**src/rtl/sd_spi_shifter_pkg.sv**
```systemverilog
// Shared constants and FSM state type for the SD card SPI byte shifter.
package sd_spi_shifter_pkg;

  localparam logic [7:0] SPI_IDLE_BYTE  = 8'hFF;
  localparam int         SPI_HALF_TICKS = 16;
  localparam int         SPI_CNT_W      = 4;

  // Half-period count on which a byte completes.
  localparam logic [SPI_CNT_W-1:0] SPI_LAST_TICK = SPI_CNT_W'(SPI_HALF_TICKS - 1);

  typedef enum logic {
    S_IDLE,
    S_SHIFT
  } state_e;

endpackage

```
**src/rtl/sd_spi_shifter.sv**
```systemverilog
// SPI mode-0 master byte shifter for the SD card port, with a one-entry
// pending slot so strobes arriving mid-transfer are queued instead of lost.
module sd_spi_shifter
  import sd_spi_shifter_pkg::*;
#(
  parameter bit IDLE_MOSI = 1'b1,
  parameter bit PENDING   = 1'b1
) (
  input  logic       clock,
  input  logic       reset,
  input  logic       ce,
  input  logic       tx,
  input  logic       rx,
  input  logic [7:0] d,
  output logic [7:0] q,
  output logic       busy,
  output logic       done,
  output logic       ovr,
  input  logic       clr,
  output logic       ck,
  input  logic       miso,
  output logic       mosi
);

  state_e                 state_q, state_d;
  logic [SPI_CNT_W-1:0]   cnt_q, cnt_d;
  logic [7:0]             tx_sr_q, tx_sr_d;
  logic [7:0]             rx_sr_q, rx_sr_d;
  logic [7:0]             q_q, q_d;
  logic [7:0]             pend_byte_q, pend_byte_d;
  logic                   pend_full_q, pend_full_d;
  logic                   ck_q, ck_d;
  logic                   mosi_q, mosi_d;
  logic                   done_q, done_d;
  logic                   ovr_q, ovr_d;

  logic       strobe;
  logic [7:0] strobe_byte;
  logic       last_tick;
  logic       start;
  logic [7:0] start_byte;
  logic       ovr_set;

  // tx wins when both strobes arrive together.
  assign strobe      = tx | rx;
  assign strobe_byte = tx ? d : SPI_IDLE_BYTE;
  assign last_tick   = (state_q == S_SHIFT) && ce && (cnt_q == SPI_LAST_TICK);

  always_comb begin
    // NOTE: every signal assigned here gets a default first, so no path can infer a latch.
    state_d     = state_q;
    cnt_d       = cnt_q;
    tx_sr_d     = tx_sr_q;
    rx_sr_d     = rx_sr_q;
    q_d         = q_q;
    pend_byte_d = pend_byte_q;
    pend_full_d = pend_full_q;
    ck_d        = ck_q;
    mosi_d      = mosi_q;
    done_d      = 1'b0;
    start       = 1'b0;
    start_byte  = SPI_IDLE_BYTE;
    ovr_set     = 1'b0;

    unique case (state_q)
      S_IDLE: begin
        if (strobe) begin
          start      = 1'b1;
          start_byte = strobe_byte;
        end
      end

      S_SHIFT: begin
        if (ce) begin
          cnt_d = cnt_q + 1'b1;
          if (!cnt_q[0]) begin
            ck_d    = 1'b1;
            rx_sr_d = {rx_sr_q[6:0], miso};
          end else begin
            ck_d = 1'b0;
            if (!last_tick) begin
              tx_sr_d = {tx_sr_q[6:0], 1'b0};
              mosi_d  = tx_sr_q[6];
            end
          end
        end

        if (last_tick) begin
          q_d    = rx_sr_q;
          done_d = 1'b1;
          if (pend_full_q) begin
            start       = 1'b1;
            start_byte  = pend_byte_q;
            pend_full_d = 1'b0;
            ovr_set     = strobe;
          end else if (strobe) begin
            start      = 1'b1;
            start_byte = strobe_byte;
          end else begin
            state_d = S_IDLE;
            mosi_d  = IDLE_MOSI;
          end
        end else if (strobe) begin
          if (PENDING && !pend_full_q) begin
            pend_full_d = 1'b1;
            pend_byte_d = strobe_byte;
          end else begin
            ovr_set = 1'b1;
          end
        end
      end

      default: state_d = S_IDLE;
    endcase

    // A new byte starts with its MSB on mosi; a ce on the start edge is not a tick.
    if (start) begin
      state_d = S_SHIFT;
      cnt_d   = '0;
      tx_sr_d = start_byte;
      mosi_d  = start_byte[7];
      ck_d    = 1'b0;
    end

    ovr_d = ovr_set | (ovr_q & ~clr);
  end

  // NOTE: state is updated with non-blocking assignments so every flop samples pre-edge values.
  always_ff @(posedge clock or negedge reset) begin
    if (!reset) begin
      state_q     <= S_IDLE;
      cnt_q       <= '0;
      tx_sr_q     <= '0;
      rx_sr_q     <= '0;
      q_q         <= SPI_IDLE_BYTE;
      pend_byte_q <= '0;
      pend_full_q <= 1'b0;
      ck_q        <= 1'b0;
      mosi_q      <= IDLE_MOSI;
      done_q      <= 1'b0;
      ovr_q       <= 1'b0;
    end else begin
      state_q     <= state_d;
      cnt_q       <= cnt_d;
      tx_sr_q     <= tx_sr_d;
      rx_sr_q     <= rx_sr_d;
      q_q         <= q_d;
      pend_byte_q <= pend_byte_d;
      pend_full_q <= pend_full_d;
      ck_q        <= ck_d;
      mosi_q      <= mosi_d;
      done_q      <= done_d;
      ovr_q       <= ovr_d;
    end
  end

  assign q    = q_q;
  assign busy = (state_q == S_SHIFT);
  assign done = done_q;
  assign ovr  = ovr_q;
  assign ck   = ck_q;
  assign mosi = mosi_q;

endmodule

```
**config.mk**
```make
export PLATFORM = sky130hd
export DESIGN_NAME = sd_spi_shifter
export DESIGN_NICKNAME = d
export VERILOG_FILES = /design/src/rtl/sd_spi_shifter_pkg.sv /design/src/rtl/sd_spi_shifter.sv
export SDC_FILE = /design/constraint.sdc
export NUM_CORES = 1
export LEC_CHECK = 0
export ABC_AREA = 1
export CORE_ASPECT_RATIO = 0.75
export CORE_MARGIN = 4
export CORE_UTILIZATION = 56
export CTS_BUF_LIST = sky130_fd_sc_hd__clkbuf_2 sky130_fd_sc_hd__clkbuf_4 sky130_fd_sc_hd__clkbuf_8
export DETAILED_ROUTE_END_ITERATION = 16
export PLACE_DENSITY = 0.89
export REMOVE_ABC_BUFFERS = 1
export SLEW_MARGIN = 20
export SYNTH_ARGS = -nofsm -noshare
export SYNTH_HDL_FRONTEND = slang
export SYNTH_SLANG_ARGS = --single-unit
```
**constraint.sdc**
```tcl
create_clock -name clock -period 1.8 [get_ports clock]
set_input_delay 0.27 -clock clock [delete_from_list [all_inputs] [get_ports clock]]
set_output_delay 0.27 -clock clock [all_outputs]
set_load 0.02 [all_outputs]
```
==> results.cfg, run 1 <==
[global_routing]
grt_usage = 0.2055
overflow = 0
grt_pass1_vias = 1447
antenna_found_initial = 0
grt_max_degree = 23
grt_first_pass_wirelength_um = 6789

[placed_design]
place_ws_ns = 0.01614
io_buffers = 27
dp.cells = 298
hpwl_um = 3040
place_congestion = 0.8773

[detailed_routing]
antenna_left = 0
route.detailed.drc = 0
vias = 1610
routedWlPerCell_um = 13.29
vias_per_cell = 5.244
firstDrtPassIters = 4
wl_um = 4079
first_iter_violations = 167

[status]
status = completed

[layout]
nNetsFinal = 282
fin_cells = 307
layout-drive-gt1-share = 0.2022
multi_input_area_um2 = 810.8
seqCellArea_mm2 = 0.001012
syn2layout_area_growth_pct = 22.85
fillCellCount = 235
diodes = 0

[critical_path]
r2r-start = cnt_q[0]$_DFFE_PN0P_
path_max_fanout = 3
r2r_slack_ns = 0.27
crit_required_ns = 1.53
cp_cell_sequence = clkdlybuf4s50_1
cp.arrival_ns = 1.45
end_kind = output port
regToRegEndpoint = tx_sr_q[4]$_DFFE_PN0P_
rr_worst_depth = 9
critPathKind = register to output port
cp_slowest_cell = clkdlybuf4s50_1
path_delay_family = buffers and inverters
cp.buffers_inverters = 1
worst_path_largest_cell_delay_ns = 0.61
cp-startpoint = mosi$_DFFE_PN1P_
critPathLaunchType = register
worst-path-stages = 1

[timing]
layout_setup_ws_ns = 0.07794
skew_ns = 0.005717
rsz0062_at_grt = no
period_share = 0.9567
fin_crit_ns = 1.722
slew_headroom = 0.6704
fmaxAchievable_mhz = 580.7
hold_violations = 0
setup_viol = 0
setup_tns_ns = 0
slew_violations = 0
tightest_slew_ns = 0.4943

[floorplanning]
core_area_mm2 = 0.003311
chipHeight_um = 58.88
ioPinCount = 28
die_w_um = 75.84
initial_core_util = 0.5839
die_area_mm2 = 0.004465
rows = 18

[cts]
numCtsBuffers = 5
cts_root_buf = clkbuf_8
cts.sinks = 40
clk_latency_ns = 0.29
clockBufferDepth = 2
htreeDepth = 2
cts_tree = yes
path_clk_slew_ns = 0.07

[synthesis]
ys_seq_elements = 40
ys_types = 26
async_reset_ff_frac = 1.000
synth_area_per_cell_um2 = 8.479
syn_inst = 228
synth_most_common_cell = nand2_1
yosysTopAreaCell = dfrtp_1
synthTopCellsByArea = dfrtp_1 40%, nand2_1 18%, dfstp_2 12%, nand3_1 6.2%, inv_1 3.5%
synth_edf_count = 0
yosys.area.top_type_share = 0.4013
synthFlopType = dfrtp_1
syn_area_mm2 = 0.001933
yosysWarnings = 0
ys_seq_area_frac = 0.5236
yosys-top-cells-count = 91 x nand2_1, 31 x dfrtp_1, 24 x nand3_1

[power_and_ir_drop]
peakVddDrop_v = 0.0009323
power_density_mw_per_mm2 = 1578
leakagePower_nw = 1.186

[hold_path]
hp-start = q[6]$_DFFE_PN1P_
hold-path-cell-count = 2
hold_end = q[6]$_DFFE_PN1P_
holdCritPathClass = register to register

[flow_run]
maxCapViolations = 0
==> final cells by class <==
cell class / count / share of cell area
flip-flops and latches: 40 / 0.4262
inverters: 22 / 0.03530
repair buffers: 34 / 0.1349
clock buffers: 8 / 0.04110
well taps: 40 / 0.02107
multi-input cells: 163 / 0.3414
==> power breakdown <==
group,total (mW),switching [mW],internal (mW)
sequential,1.54,0.233,1.31
combinational,1.58,0.924,0.652
clock,0.630,0.288,0.342
total,3.75,1.44,2.30
==> per-layer routing <==
layer,global-route usage,routed length [µm]
met1,0.3094,1956
met2,0.2890,1861
met3,0.05631,207
met4,0.05985,53
met5,0,0
==> kinds of logic (layout without fill, tap and decap cells) <==
family                     after synthesis  count (layout)  share of synthesized area
DFF                                     40              40                     0.5236
xor gates and xnor gates                 2               2                   0.009063
muxes                                    6               6                    0.03495
adders and majority gates                1               1                   0.006471
and+or+nand+nor                        142             142                     0.3327
AOI/OAI and AO/OA                       12              12                    0.03625
buffers and inverters                   25              64                    0.05695
==> stage by stage <==
stage | cell area, µm² | power, mW | utilization | hold slack [ns]
after global routing | 2375 | 4.018 | 0.7173 | 0.4827
after CTS | 2375 | 3.753 | 0.7173 | 0.4628
after detailed placement | 2267 | 3.108 | 0.6848 | 0.2570
final | 2375 | 3.747 | 0.7173 | 0.4606
after floorplan | 1907 | 2.564 | - | -0.02559
after global placement | 2267 | 3.047 | 0.6848 | 0.2570
==> sequential cells by signal, indices dropped and copies added (netlist names) <==
register     flops
busy             1
cnt_q            4
done             1
mosi             1
ovr              1
pend_byte_q      8
pend_full_q      1
q                8
rx_sr_q          8
tx_sr_q          7
==> worst max path at each step <==
| stage | endpoint | slack [ns] |
|---|---|---|
| detailed placement | tx_sr_q[6]$_DFFE_PN0P_ | 0.02 |
| floorplan | tx_sr_q[6]$_DFFE_PN0P_ | 0.08 |
| global route | mosi | 0.03 |
| global placement | tx_sr_q[1]$_DFFE_PN0P_ | 0.05 |
| finish | mosi | 0.08 |
| CTS | mosi | 0.07 |
==> what timing repair did <==
item                                   in CTS  in global routing
hold buffers                                1                  0
gates resized for setup                     0                  0
setup buffers                               0                  0
endpoints found under the hold margin      15                  0
==> placed cells by master, fill, tap and decap left out, types with 2 or more instances in the layout <==
master / n
nand2_1: 91
dfrtp_1: 31
clkdlybuf4s50_1: 26
nand3_1: 24
inv_1: 18
dfstp_2: 9
nor2_1: 7
nand2_2: 6
or2_2: 6
mux2_2: 6
clkbuf_8: 6
buf_4: 6
o21ai_0: 5
nand2_4: 3
inv_2: 3
nor2_2: 2
o21ai_1: 2
xor2_1: 2
a21oi_1: 2
clkbuf_4: 2
Power figures use the tool's default switching activity.
==> run 2, diff against run 1 <==
Settings changed: GPL_ROUTABILITY_DRIVEN set to 1.
Clock period 1.8 ns to 1.94 ns, I/O delays scaled along.
==> run 2 against run 1 <==
Register-to-register slack barely moved. Count of clock-buffer cells in the layout is 2 lower. Power decreased by 9.0%. Wire length decreased by 4.8%. Sequential share of layout area grew 0.68 points. Flip-flop and latch count unchanged. Via count down 4.0%. Setup slack improved by 0.13 ns. Clock power down 11%. Critical path type unchanged. Worst hold slack worse by 0.42 ns. Critical endpoint unchanged. Critical path depth stayed put.
==> results.cfg, run 2 (synthesized netlist as in run 1, its figures left out) <==
[timing]
layout_setup_ws_ns = 0.2040
tightest_slew_ns = 0.4898
skew_ns = 0.006228
period_share = 0.8948
hold_violations = 0
rsz0062_at_grt = no
hold_ws_ns = 0.03641
fmaxAchievable_mhz = 576.0
setup_tns_ns = 0
fin_crit_ns = 1.736
slew_headroom = 0.6734
setup_viol = 0
slew_violations = 0

[detailed_routing]
antenna_left = 0
firstDrtPassIters = 4
wl_um = 3884
dr_wl_met2_um = 1788
top_layer = met4
vias_per_cell = 5.102
first_iter_violations = 86
vias = 1546
wl_met1_um = 1861
route.detailed.drc = 0
routedWlPerCell_um = 12.82
met3_length_um = 179

[placed_design]
place_ws_ns = 0.1544
place_congestion = 0.8503
io_buffers = 27
hpwl_um = 2788

[flow_run]
maxCapViolations = 0

[floorplanning]
ioPinCount = 28
initial_core_util = 0.5839
die_area_mm2 = 0.004465
chipHeight_um = 58.88
die_w_um = 75.84
rows = 18
core_area_mm2 = 0.003311

[layout]
syn2layout_area_growth_pct = 20.91
utilization = 0.7060
final_cell_mix = 91 x nand2_1, 31 x dfrtp_1, 26 x clkdlybuf4s50_1
nNetsFinal = 278
mostFrequentLayoutCell = nand2_1
diodes = 0
layout-drive-gt1-share = 0.1939

[cts]
clockBufferDepth = 2
path_clk_slew_ns = 0.07
post_cts_resize_count = 0
cts.sinks = 40
holdBufCountCts = 0
htreeDepth = 2
numCtsBuffers = 5
post_cts_buffers = 0
clk_latency_ns = 0.29
cts_tree = yes
cts_root_buf = clkbuf_8

[critical_path]
critPathLaunchType = register
end_kind = output port
cp_slowest_cell = clkdlybuf4s50_1
worst_path_largest_cell_delay_ns = 0.60
cp.buffers_inverters = 1
path_delay_family = buffers and inverters
crit_required_ns = 1.65
r2r_slack_ns = 0.28
cp_cell_sequence = clkdlybuf4s50_1
cp.arrival_ns = 1.45
path_max_fanout = 3
critPathKind = register to output port

[global_routing]
grt_max_degree = 41
grt_pass1_vias = 1365
antenna_found_initial = 0
overflow = 0
grt_first_pass_wirelength_um = 6223
grt_usage = 0.1866

[power_and_ir_drop]
p_total_mw = 3.410
leakagePower_nw = 1.165
peakVddDrop_v = 0.0008979
power_density_mw_per_mm2 = 1459

[hold_path]
holdCritPathClass = input port to async pin

[status]
status = completed
run 2: changes by cell type in the layout (fill, tap and decap cells not counted):
cell | previous run | this run
clkbuf_4 | 2 | 0
dlygate4sd3_1 | 1 | 0
buf_4 | 6 | 3
clkinv_2 | 1 | 3
run 2: per-stage QoR:
step / instance area, µm² / std cells
after floorplan: 1907 / 225
after global placement: 2245 / 295
after detailed placement: 2245 / 295
after CTS: 2337 / 303
after global routing: 2337 / 303
final: 2337 / 303
run 2: final cells by class:
| type | instances | area [µm²] |
|---|---|---|
| clock buffers | 6 | 82.58 |
| clock inverters | 2 | 10.01 |
| fillers | 258 | 973.4 |
| inverters | 22 | 83.83 |
| multi-input cells | 163 | 810.8 |
| flip-flops and latches | 40 | 1012 |
| well taps | 40 | 50.05 |
| repair buffers | 30 | 287.8 |
run 2: worst paths after layout:
path                                      start                          to  cells after the start
setup / recovery               mosi$_DFFE_PN1P_                        mosi                      1
hold / removal                            reset  pend_byte_q[2]$_DFFE_PN0P_                      2
setup reg to reg           cnt_q[0]$_DFFE_PN0P_      tx_sr_q[4]$_DFFE_PN0P_                      6
hold reg to reg                q[1]$_DFFE_PN1P_            q[1]$_DFFE_PN1P_                      2
max in group asynchronous                 reset            q[1]$_DFFE_PN1P_                      2
min in group clock             q[1]$_DFFE_PN1P_            q[1]$_DFFE_PN1P_                      2
run 2: report_power, final:
group | switching, mW | leakage, nW | internal (mW)
clock network | 0.278 | 0.0510 | 0.283
registers | 0.227 | 0.475 | 1.21
logic | 0.820 | 0.639 | 0.587
total | 1.33 | 1.17 | 2.08
run 2: layer usage:
metal	vias up	global-route usage
met5	-	0
met4	0	0.05985
met3	4	0.05119
met2	28	0.2659
met1	729	0.2743
li1	785	-
